File: src/rtl/freq_ctrl_pkg.sv
// Shared types and constants for the frequency setpoint controller:
// the step-size ladder, the publish FSM states and the pulse directions.
package freq_ctrl_pkg;

  localparam int STEP_W = 16;

  // Base step sizes selected by step_idx 0..3
  localparam logic [STEP_W-1:0] STEP_LADDER [4] = '{16'd1, 16'd10, 16'd100, 16'd1000};

  typedef enum logic {
    IDLE,
    OFFER
  } state_t;

  typedef enum logic [1:0] {
    DIR_NONE,
    DIR_UP,
    DIR_DOWN
  } dir_t;

endpackage

File: src/rtl/freq_accel_timer.sv
// Rotation acceleration detector: a restartable counter of clocks since the
// last accepted pulse (saturating at ACCEL_WIN) plus the direction of that
// pulse. Only built when FREQ_ACCEL_EN is defined.
`ifdef FREQ_ACCEL_EN
module freq_accel_timer
  import freq_ctrl_pkg::*;
#(
  parameter int ACCEL_WIN = 100000
) (
  input  logic clk,
  input  logic rst_n,
  input  logic accept,
  input  dir_t dir,
  output logic accel
);

  localparam int            CW  = $clog2(ACCEL_WIN + 1);
  localparam logic [CW-1:0] WIN = CW'(ACCEL_WIN);

  logic [CW-1:0] count;
  dir_t          last_dir;

  // Restart the window on every accepted pulse, otherwise count up to the window limit
  always_ff @(posedge clk or negedge rst_n) begin
    if (!rst_n) begin
      count    <= WIN;
      last_dir <= DIR_NONE;
    end else if (accept) begin
      count    <= '0;
      last_dir <= dir;
    end else if (count < WIN) begin
      count <= count + CW'(1);
    end
  end

  // A pulse is accelerated only when it continues the previous direction inside the window
  always_comb begin
    accel = (count < WIN) && (last_dir != DIR_NONE) && (dir == last_dir);
  end

endmodule
`endif

File: src/rtl/freq_step_ctrl.sv
// Frequency setpoint controller: turns decoder up/down pulses into a
// saturated setpoint with a button-selected step size and publishes each
// new setpoint over a valid/ready handshake.
// Optional feature macro: FREQ_ACCEL_EN enables rotation acceleration.
module freq_step_ctrl
  import freq_ctrl_pkg::*;
#(
  parameter int WIDTH      = 16,
  parameter int MIN_VAL    = 1,
  parameter int MAX_VAL    = 50000,
  parameter int INIT_VAL   = 1000,
  parameter int ACCEL_WIN  = 100000,
  parameter int ACCEL_MULT = 10
) (
  input  logic             clk,
  input  logic             rst_n,
  input  logic             up,
  input  logic             down,
  input  logic             step_btn,
  output logic [WIDTH-1:0] set_value,
  output logic [1:0]       step_idx,
  output logic             upd_valid,
  input  logic             upd_ready
);

  localparam logic [WIDTH:0]   MIN_EXT = (WIDTH+1)'(MIN_VAL);
  localparam logic [WIDTH:0]   MAX_EXT = (WIDTH+1)'(MAX_VAL);
  localparam logic [WIDTH-1:0] MIN_W   = WIDTH'(MIN_VAL);
  localparam logic [WIDTH-1:0] MAX_W   = WIDTH'(MAX_VAL);
  localparam logic [WIDTH-1:0] INIT_W  = WIDTH'(INIT_VAL);

  if (!(MIN_VAL <= INIT_VAL && INIT_VAL <= MAX_VAL &&
        longint'(MAX_VAL) < (longint'(1) << WIDTH) &&
        ACCEL_WIN >= 1 && ACCEL_MULT >= 1)) begin : g_bad_params
    $error("freq_step_ctrl: parameters must satisfy MIN_VAL <= INIT_VAL <= MAX_VAL < 2**WIDTH");
  end

  logic             step_btn_q;
  logic [WIDTH-1:0] value;
  logic             dirty;
  state_t           state;
  logic             pulse_acc;
  logic             capture;
  logic [WIDTH:0]   base_step;
  logic [WIDTH:0]   eff_step;
  logic [WIDTH:0]   val_ext;
  logic [WIDTH:0]   sum;
  logic [WIDTH-1:0] next_value;

`ifdef FREQ_ACCEL_EN
  dir_t pulse_dir;
  logic accel;

  // Classify the current pulse for the acceleration detector
  always_comb begin
    pulse_dir = DIR_NONE;
    if (up && !down) pulse_dir = DIR_UP;
    else if (down && !up) pulse_dir = DIR_DOWN;
  end

  freq_accel_timer #(
    .ACCEL_WIN (ACCEL_WIN)
  ) u_accel (
    .clk    (clk),
    .rst_n  (rst_n),
    .accept (pulse_acc),
    .dir    (pulse_dir),
    .accel  (accel)
  );
`endif

  // Pick the step size and compute the clamped candidate value in WIDTH+1 bits
  always_comb begin
    pulse_acc = up ^ down;
    capture   = (state == IDLE) && dirty;
    base_step = (WIDTH+1)'(STEP_LADDER[step_idx]);
`ifdef FREQ_ACCEL_EN
    eff_step  = accel ? (WIDTH+1)'(int'(base_step) * ACCEL_MULT) : base_step;
`else
    eff_step  = base_step;
`endif
    val_ext    = {1'b0, value};
    sum        = val_ext + eff_step;
    next_value = value;
    if (up && !down) begin
      next_value = (sum > MAX_EXT) ? MAX_W : WIDTH'(sum);
    end else if (down && !up) begin
      next_value = (val_ext < eff_step + MIN_EXT) ? MIN_W : WIDTH'(val_ext - eff_step);
    end
  end

  // Step select: each rising edge of the button advances the ladder index, wrapping 3 to 0
  always_ff @(posedge clk or negedge rst_n) begin
    if (!rst_n) begin
      step_btn_q <= 1'b0;
      step_idx   <= 2'd0;
    end else begin
      step_btn_q <= step_btn;
      if (step_btn && !step_btn_q) step_idx <= step_idx + 2'd1;
    end
  end

  // Internal setpoint tracks every pulse; dirty marks a change not yet captured for publishing
  always_ff @(posedge clk or negedge rst_n) begin
    if (!rst_n) begin
      value <= INIT_W;
      dirty <= 1'b0;
    end else begin
      if (pulse_acc) value <= next_value;
      if (pulse_acc && (next_value != value)) dirty <= 1'b1;
      else if (capture) dirty <= 1'b0;
    end
  end

  // Publish FSM: capture the latest value when idle and hold it stable until accepted
  always_ff @(posedge clk or negedge rst_n) begin
    if (!rst_n) begin
      state     <= IDLE;
      set_value <= INIT_W;
      upd_valid <= 1'b0;
    end else begin
      case (state)
        IDLE: begin
          if (dirty) begin
            set_value <= value;
            upd_valid <= 1'b1;
            state     <= OFFER;
          end
        end
        OFFER: begin
          if (upd_ready) begin
            upd_valid <= 1'b0;
            state     <= IDLE;
          end
        end
        default: begin
          upd_valid <= 1'b0;
          state     <= IDLE;
        end
      endcase
    end
  end

endmodule

File: config.mk
export PLATFORM = sky130hd
export DESIGN_NAME = freq_step_ctrl
export DESIGN_NICKNAME = d
export VERILOG_FILES = /design/src/rtl/freq_ctrl_pkg.sv /design/src/rtl/freq_accel_timer.sv /design/src/rtl/freq_step_ctrl.sv
export SDC_FILE = /design/constraint.sdc
export NUM_CORES = 1
export LEC_CHECK = 0
export BUFFER_PORTS_ARGS = -buffer_cell sky130_fd_sc_hd__buf_2
export CAP_MARGIN = 20
export CORE_MARGIN = 3
export CORE_UTILIZATION = 65
export CTS_CLUSTER_DIAMETER = 100
export CTS_CLUSTER_SIZE = 24
export DETAILED_ROUTE_END_ITERATION = 16
export MAX_ROUTING_LAYER = met4
export PLACE_DENSITY = 0.9
export SYNTH_ARGS = -nofsm -noshare
export SYNTH_HDL_FRONTEND = slang
export SYNTH_SLANG_ARGS = --single-unit
File: constraint.sdc
create_clock -name clk -period 9.4 [get_ports clk]
set_input_delay 0.94 -clock clk [delete_from_list [all_inputs] [get_ports clk]]
set_output_delay 0.94 -clock clk [all_outputs]
set_load 0.005 [all_outputs]
# After elaboration in Yosys (flattened, before gate mapping)
# Index checks and enable logic that the tools add are counted.
[totals]
wordCells = 46
reg_bits = 38
output_inout_bits = 19
input_bits = 6
[op_classes]
n_bitwise = 3
mux = 15
eq_ne = 3
addsub = 4
reduce_logical = 11
order_cmp = 3
[ops]
columns = ["cell", "n"]
rows = [
  ["2-to-1 mux 16 bit", 6],
  ["binary-select mux 16 bit (select 2 bit)", 1],
  ["adder 16 x 1 -> 17 bit, second input constant", 1],
  ["adder 16 x 16 -> 17 bit", 1],
  ["greater-than comparator 17 x 16 -> 1 bit, second input constant", 1],
  ["less-than comparator 16 x 17 -> 1 bit", 1],
  ["inequality test 16 bit", 1],
  ["subtractor 16 bit", 1],
  ["2-to-1 mux 1 bit", 6],
  ["logical AND 1 bit", 5],
  ["inequality test 2 bit, second input constant", 2],
  ["one-hot mux 1 bit (2 select lines)", 2],
  ["AND reduction 2 bit", 2],
  [">= comparator 3 bit, second input constant", 1],
  ["logical NOT 1 bit", 3],
  ["inverter 2 -> 3 bit", 1],
  ["adder 2 x 1 -> 2 bit, second input constant", 1],
  ["nonzero test 2 bit", 1],
  ["inverter 1 bit", 1],
  ["XOR 1 bit", 1],
]

# Logic depth before layout (Yosys ltp)
# Gate-level depths: netlist of the first run.
[depth]
depth_word = 12
depth_mapped = 18
mapped_depth_nobuf = 17

# Worst setup path before layout of the first run
# No wires, ideal clock.
[synth_timing]
path_type = "flip-flop to flip-flop"
from = "register step_idx[1]"
to = "register dirty"
period_less_slack_ns = 3.890
path_stages_with_launch = 19
setup_ns = 0.144
required_time_ns = 9.256
arrival_time_ns = 3.746
path_buffers = 1
setup_slack_ns = 5.510
cell_sequence = "dfrtp_1 > inv_1 > ha_1 > inv_1 > ha_1 > inv_1 > ha_1 > a21o_1 > nand3_1 > a311oi_2 > nor2_2 > xnor2_1 > o41ai_2 > nand4_1 > and2_1 > buf_6 > mux2i_1 > a2111oi_1 > a41oi_1"
[synth_between]
elab_chain_cells = 12
elab_cells_between_ends = 17
classes_between = "add/sub (3); order compare (2); eq/ne (1); mux (8); bitwise (1); reduce/logical (2)"
[synth_rtl]
columns = ["element", "line_no", "text"]
rows = [
  ["start, declared", "freq_step_ctrl.sv:21", "output logic [1:0] step_idx,"],
  ["start signal, assigned", "freq_step_ctrl.sv:99", "if (step_btn && !step_btn_q) step_idx <= step_idx + 2'd1;"],
  ["inverter 2 -> 3 bit (implied by the code) *", "freq_step_ctrl.sv:76", "base_step = (WIDTH+1)'(STEP_LADDER[step_idx]);"],
  ["binary-select mux 16 bit (select 2 bit) *", "freq_step_ctrl.sv:76", ""],
  ["2-to-1 mux 16 bit (implied by the code) * (2 in a row)", "freq_step_ctrl.sv:76", ""],
  ["adder 16 x 1 -> 17 bit", "freq_step_ctrl.sv:88", "next_value = (val_ext < eff_step + MIN_EXT) ? MIN_W : WIDTH'(val_ext - eff_step);"],
  ["less-than comparator 16 x 17 -> 1 bit", "freq_step_ctrl.sv:88", ""],
  ["2-to-1 mux 16 bit", "freq_step_ctrl.sv:88", ""],
  ["2-to-1 mux 16 bit", "freq_step_ctrl.sv:87", "end else if (down && !up) begin"],
  ["2-to-1 mux 16 bit *", "freq_step_ctrl.sv:85", "if (up && !down) begin"],
  ["inequality test 16 bit *", "freq_step_ctrl.sv:110", "if (pulse_acc && (next_value != value)) dirty <= 1'b1;"],
  ["logical AND 1 bit *", "freq_step_ctrl.sv:110", ""],
  ["2-to-1 mux 1 bit / nonzero test 2 bit (equally long branches)", "-", ""],
  ["end signal, assigned", "freq_step_ctrl.sv:107", "dirty <= 1'b0;"],
  ["end signal, assigned", "freq_step_ctrl.sv:110", ""],
  ["end signal, assigned", "freq_step_ctrl.sv:111", "else if (capture) dirty <= 1'b0;"],
  ["end, declared", "freq_step_ctrl.sv:40", "logic dirty;"],
]
# Mark *: on every way between the ends. The rest lies on a longest branch, timed or not. The select of a mux whose other input is x is not followed.
# A chain may end at the register's enable or synchronous reset.

# Final worst setup path of the first run
# Same ends and word-level chain as after synthesis.

==> metrics, run 1 <==
Cell variety after synth=95; crit path kind=flip-flop to flip-flop; WP buf/inv=3; post-cts gate resize count=0; chip height=around 85 µm; drt pass-1 iters=5; Period Utilization, post-route=~52%; worst slack, placed=~4.6 ns; Async SR Flop Fraction=100%; Storage cell area=around 970 µm²; Placeable Area=0.00603 mm²; gr usage total=36.1%; clock sink count=38; crit path DAT=5.02 ns; clk buf depth=2; CTS buffer count=5; wire length per cell=about 22 µm; CP cell instances=inv_1 > ha_1 > inv_1 > ha_1 > inv_1 > ha_1 > a21o_1 > nand3_1 > a311oi_2 > nor2_2 > xnor2_1 > o41ai_2 > nand4_1 > and2_1 > mux2i_1 > a2111oi_1 > a41oi_1; max-slew violations=0; largest net degree at the start of global routing=39; die area=approximately 0.0073 mm²; Inserted Diodes=0; post-synthesis compound-gate area fraction=a little under a third; fillcell total=500; RSZ-0062 raised after global routing=no; # port buffers=24; crit start category=flip-flop; post-synthesis net count=between 500 and 600; Top Ports=25; Post-Synth XOR/XNOR Area=4.05%; count of state elements after synthesis=38; clk root buf=clkbuf_8; most frequent cell after synthesis=nand2_1; post-layout net count=approximately 550; Synth Instances=506; initial antenna violation count=0; area leader, netlist=dfrtp_1; Critical Path RT=9.57 ns; Area Growth Syn to Fin=5.18%; CTS H-tree depth=2; residual DRC count=0; synth cell count leaders=45 x nand2_1, 36 x a21oi_1, 36 x nor2_1, 33 x o21ai_0; setup ws final=between 4 and 5 ns; Rows=28; mux share of post-synthesis cell area=under 10%; clock skew=just under 0.005 ns; Post-DP HPWL=approximately 9500 µm; final wirelength=roughly 13000 µm; vias per cell=about 7.2; measured slew at the worst slew-check pin=roughly 1.0 ns; post-synthesis adder-cell area fraction=between 9 and 10%; max incr delay on CP=just under 0.6 ns; Fin. Hold Viols=0; CTS tree=done; Yosys top cell area share=between 10% and 20%; Slowest-stage cell, CP=a311oi_2; status=finished clean; Synth area leaders=dfrtp_1 16%, ha_1 9.4%, dfstp_2 7.7%; postcts setup bufs=0; first-pass GRT wire length=20300 µm; synthesized area=0.00411 mm²; Tmin final=approximately 4.8 ns; Initial Util=about two thirds; starting DRC count in detailed routing=~520; Max transition margin=between 30 and 40%; ANT nets after route=0; Seq/Total Area, Yosys=23.5%; delay-heaviest family, CP=compound AO/OA/AOI/OAI gates; number of synthesized flops with an enable pin=0; Fmax=around 210 MHz; GRT overflow=0; Final TNS setup=0 ns; Simple-Gate Fraction of Synth Area=between 20% and 30%; Mapped Avg Cell Area=just over 8 µm²; largest family of logic cells by synthesized area=compound AO/OA/AOI/OAI gates; clock slew at reported path FFs=about 0.080 ns; CP endpoint kind=flip-flop; Critical Path Fanout Max=9; Synth Flop Type=dfrtp_1; Synthesis Warnings=0; Die Wd=approximately 85 µm; Setup Viol. Count Final=0; cts hold-fix bufs=0; layout cells sized above 1=18.5%; GPL Wtd Cong=around 1.1; via count of the first global-routing pass=3954; max_cap viols=0; via count=around 4200; clk_lat worst skew=around 0.3 ns; area of the multi-input gates=around 0.0029 mm²; hold crit path type=flip-flop to flip-flop
## area by class of cell
cell class / instances / share of cell area (%)
Sequential cell: 38 / 22.4
Multi-Input combinational cell: 404 / 66.4
Inverter: 34 / 2.96
Clock buffer: 5 / 1.59
Clock inverter: 3 / 1.59
Tap cell: 75 / 2.17
Timing Repair Buffer: 25 / 2.96
## routing by layer
layer | global-route usage (%) | share of wire (%) | up-vias
li1 | - | - | 1870
met1 | 48.5 | 41 | 1946
met2 | 54.5 | 45 | 324
met3 | 5.73 | 9.9 | 68
met4 | 14.0 | 4.7 | 0
met5 | - | 0 | -
## layout by cell type, fill, tap and decap left out, types with 5 or more instances in the layout
| cell type | Yosys | routed |
|---|---|---|
| nand2_1 | 45 | 45 |
| nor3_1 | 10 | 10 |
| nand4_1 | 9 | 9 |
| xnor2_1 | 18 | 18 |
| clkbuf_8 | 0 | 5 |
| dfstp_2 | 12 | 12 |
| buf_2 | 6 | 24 |
| ha_1 | 31 | 31 |
| o21ai_0 | 33 | 33 |
| mux2_2 | 11 | 11 |
| and2_1 | 5 | 5 |
| nand2b_1 | 7 | 7 |
| a21oi_1 | 36 | 36 |
| inv_1 | 31 | 31 |
| a211oi_1 | 7 | 7 |
| dfrtp_1 | 26 | 26 |
| o2111ai_1 | 6 | 6 |
| nor4_1 | 5 | 5 |
| nand3_1 | 15 | 15 |
| nor2_1 | 36 | 36 |
| o21bai_1 | 5 | 5 |
| o211ai_1 | 6 | 6 |
## logic make-up after synthesis
kind of cell / Yosys count
AOI/OAI and AO/OA: 173
and+or+nand+nor: 165
buffers and inverters: 64
DFF: 38
adders and majority gates: 32
xor gates and xnor gates: 19
muxes: 15
## path summary, 6_finish.rpt
check	start	end	slack, ns	cells after the start
max in group asynchronous	rst_n	step_idx[1]	8.14	1
min reg2reg	set_value[3]	set_value[3]	0.49	2
min	set_value[3]	set_value[3]	0.49	2
max reg2reg	step_idx[1]	dirty	4.55	17
max	step_idx[1]	dirty	4.55	17
min in group asynchronous	rst_n	value[10]	0.73	1
## sequential cells by signal, summed over array words and instances (netlist names)
register	flops
dirty	1
step_idx	2
set_value	16
step_btn_q	1
value	16
upd_valid	1
state	1
## tightest hold or removal path, cell delays in order (launching register included)
cell and delay, ns:
dfstp_2 0.38, nand2_1 0.04, o21ai_0 0.06
## metrics by stage
step                hold WS, ns  util, %  std cells  instance area (µm²)
CTS                       0.489     71.7        584                 4320
global placement          0.465     69.4        576                 4180
detailed placement        0.471     69.4        576                 4180
global route              0.518     71.7        584                 4320
floorplan                 0.462        -        506                 4110
finish                    0.486     71.7        584                 4320
Power of run 1 is not shown: default switching activity piles up to over one toggle a cycle in this logic, so the estimate is an artifact.
==> inputs of run 2 (changes only) <==
--- a/config.mk
+++ b/config.mk
@@ -5,15 +5,16 @@
 export SDC_FILE = /design/constraint.sdc
 export NUM_CORES = 1
 export LEC_CHECK = 0
+export ABC_AREA = 1
 export BUFFER_PORTS_ARGS = -buffer_cell sky130_fd_sc_hd__buf_2
 export CAP_MARGIN = 20
 export CORE_MARGIN = 3
-export CORE_UTILIZATION = 65
+export CORE_UTILIZATION = 56
 export CTS_CLUSTER_DIAMETER = 100
 export CTS_CLUSTER_SIZE = 24
 export DETAILED_ROUTE_END_ITERATION = 16
 export MAX_ROUTING_LAYER = met4
-export PLACE_DENSITY = 0.9
+export PLACE_DENSITY = 0.84
 export SYNTH_ARGS = -nofsm -noshare
 export SYNTH_HDL_FRONTEND = slang
 export SYNTH_SLANG_ARGS = --single-unit
==> constraint.sdc (replaced) <==
create_clock -name clk -period 4.4 [get_ports clk]
set_input_delay 0.44 -clock clk [delete_from_list [all_inputs] [get_ports clk]]
set_output_delay 0.44 -clock clk [all_outputs]
set_load 0.005 [all_outputs]
==> metrics, run 2 <==
initial antenna violation count=0; area leader, netlist=nand2_1; Mapped Avg Cell Area=~6.5 µm²; worst reg2reg endpoint=dirty; Crit Reg-Reg Startpoint=step_idx[1]; first-pass GRT wire length=~15000 µm; worst slack, placed=between 0.5 and 0.6 ns; CTS buffer count=5; clk_lat worst skew=slightly below 0.3 ns; Synth Instances=569; commonest non-fill, non-tap cells in the layout=178 x nand2_1, 67 x inv_1, 49 x nand3_1; Synth Flop Type=dfrtp_1; most common cell after layout, fill and taps aside=nand2_1; crit path DAT=roughly 4.1 ns; crit start category=flip-flop; Fin. Hold Viols=0; Placeable Area=0.00639 mm²; fillcell total=just over 600; Async SR Flop Fraction=between 90% and 100%; count of state elements after synthesis=38; via count=around 3700; Slowest-stage cell, CP=dfrtp_1; status=finished clean; die area=~0.0076 mm²; clock sink count=38; Die Wd=87.4 µm; Seq/Total Area, Yosys=roughly a quarter; depth of the most critical reg-to-reg path=28; clock skew=~0.012 ns; Post-DP HPWL=roughly 7400 µm; crit path kind=flip-flop to flip-flop; M2 GR Usage=between 40% and 50%; largest net degree at the start of global routing=39; most frequent cell after synthesis=nand2_1; Inserted Diodes=0; Top cell by count, worst path=nand2_1; Synthesis Warnings=0; GR Util met1=roughly 34%; chip height=87.4 µm; starting DRC count in detailed routing=around 300; layout cells sized above 1=between 10% and 20%; Setup Viol. Count Final=0; Critical Path Fanout Max=16; area of the multi-input gates=0.00238 mm²; Storage cell area=about 970 µm²; clk root buf=clkbuf_8; ANT nets after route=0; Fmax=around 260 MHz; setup ws final=around 0.51 ns; Synth area leaders=nand2_1 18%, dfrtp_1 18%, ha_1 10%; vias per cell=between 5 and 6; final wirelength=9170 µm; post-layout net count=just over 600; CP endpoint kind=flip-flop; Cell variety after synth=38; synth cell count leaders=178 x nand2_1, 67 x inv_1, 49 x nand3_1, 42 x nor2_1, 42 x o21ai_0; measured slew at the worst slew-check pin=0.839 ns; crit path from=step_idx[1]; Rows=29; worst hold slack=around 0.24 ns; clock slew at reported path FFs=around 0.080 ns; r2r setup slk=between 0.5 and 0.6 ns; max incr delay on CP=between 0.4 and 0.5 ns; VDD IR-drop max=0.000519 V; residual DRC count=0; Critical Path RT=~4.6 ns; Pwr Density=862 mW/mm²; # port buffers=24; CTS H-tree depth=2; cts hold-fix bufs=0; number of synthesized flops with an enable pin=0; Final Power=~0.0034 W; Tmin final=3.89 ns; drt pass-1 iters=5; worst setup path end=dirty; Period Utilization, post-route=between 80 and 90%; Lkg Pwr=2.10 nW; post-cts gate resize count=0; Yosys top cell area share=18.0%; GRT Max-Usage Layer=met2; GPL Wtd Cong=between 0.9 and 1; largest registers=set_value (16), value (16), step_idx (2); CTS tree=done; Initial Util=between 50 and 60%; RSZ-0062 raised after global routing=no; Top Ports=25; wire length per cell=roughly 14 µm; max_cap viols=0; post-synthesis net count=607; met3 Use GR=slightly below 4%; synthesized area=0.00371 mm²; Area Growth Syn to Fin=5.69%; max-slew violations=0; hold crit path type=input port to async pin; Max transition margin=between 40% and 50%; GRT overflow=0; clk buf depth=2; postcts setup bufs=0; gr usage total=about a quarter; Final TNS setup=0 ns; via count of the first global-routing pass=3320
[run 2: cell count changes after synthesis, sizes merged, moves of 11 or more]
cell and delta:
xor2 +11, nand2 +146, a21oi -14, clkbuf -13
nand3 +41, xnor2 -17, inv +40, mux2 -11
[run 2: worst min path at each step]
stage                             start            end
after CTS                         rst_n  set_value[11]
final                             rst_n  set_value[11]
after detailed placement   set_value[4]   set_value[4]
after floorplan                   rst_n          dirty
after global placement    set_value[10]  set_value[10]
after global routing           step_btn     step_btn_q
[run 2: critical path: cells and delay by family (launching register included)]
kind                       cells  cell delay, ns
and+or+nand+nor               20            2.03
adders and majority gates      3            0.72
DFF                            1            0.49
buffers and inverters          4            0.41
AOI/OAI and AO/OA              1            0.14
[run 2: through the flow]
stage	instance area (µm²)	instances	utilization, %
after floorplan	3710	569	-
after global placement	3840	654	60.2
after detailed placement	3840	654	60.2
after CTS	3930	662	61.5
after global routing	3930	662	61.5
final	3930	662	61.5
[run 2: metal layers]
layer	vias to the layer above	share of wire (%)	wire length, µm
met5	-	0	0
met4	0	2.0	182
met3	19	6.0	551
met2	118	45	4090
met1	1656	47	4350
li1	1860	-	-
[run 2: cell families after synthesis]
group	Yosys count	share of synthesized area, %
flip-flops	38	26.0
buffers and inverters	90	9.91
adder cells (fa/ha/maj)	32	11.0
XOR/XNOR	13	3.07
AND/OR/NAND/NOR	317	37.9
AO/OA/AOI/OAI	79	12.1
[run 2: area by class of cell]
cell class                      count  area share, %
Inverter                           74           7.14
Multi-Input combinational cell    441           60.6
Timing Repair Buffer               24           3.06
Clock buffer                        6           1.85
Clock inverter                      2          0.255
Sequential cell                    38           24.6
Tap cell                           77           2.45
[run 2: power by group]
part | internal [W] | switching, W | total (W)
Sequential | 0.000540 | 0.000202 | 0.000741
Combinational | 0.000832 | 0.00157 | 0.00240
Clock | 0.000110 | 0.000129 | 0.000239
Total | 0.00148 | 0.00190 | 0.00338
Note: power is estimated with default switching activity, not from simulation.
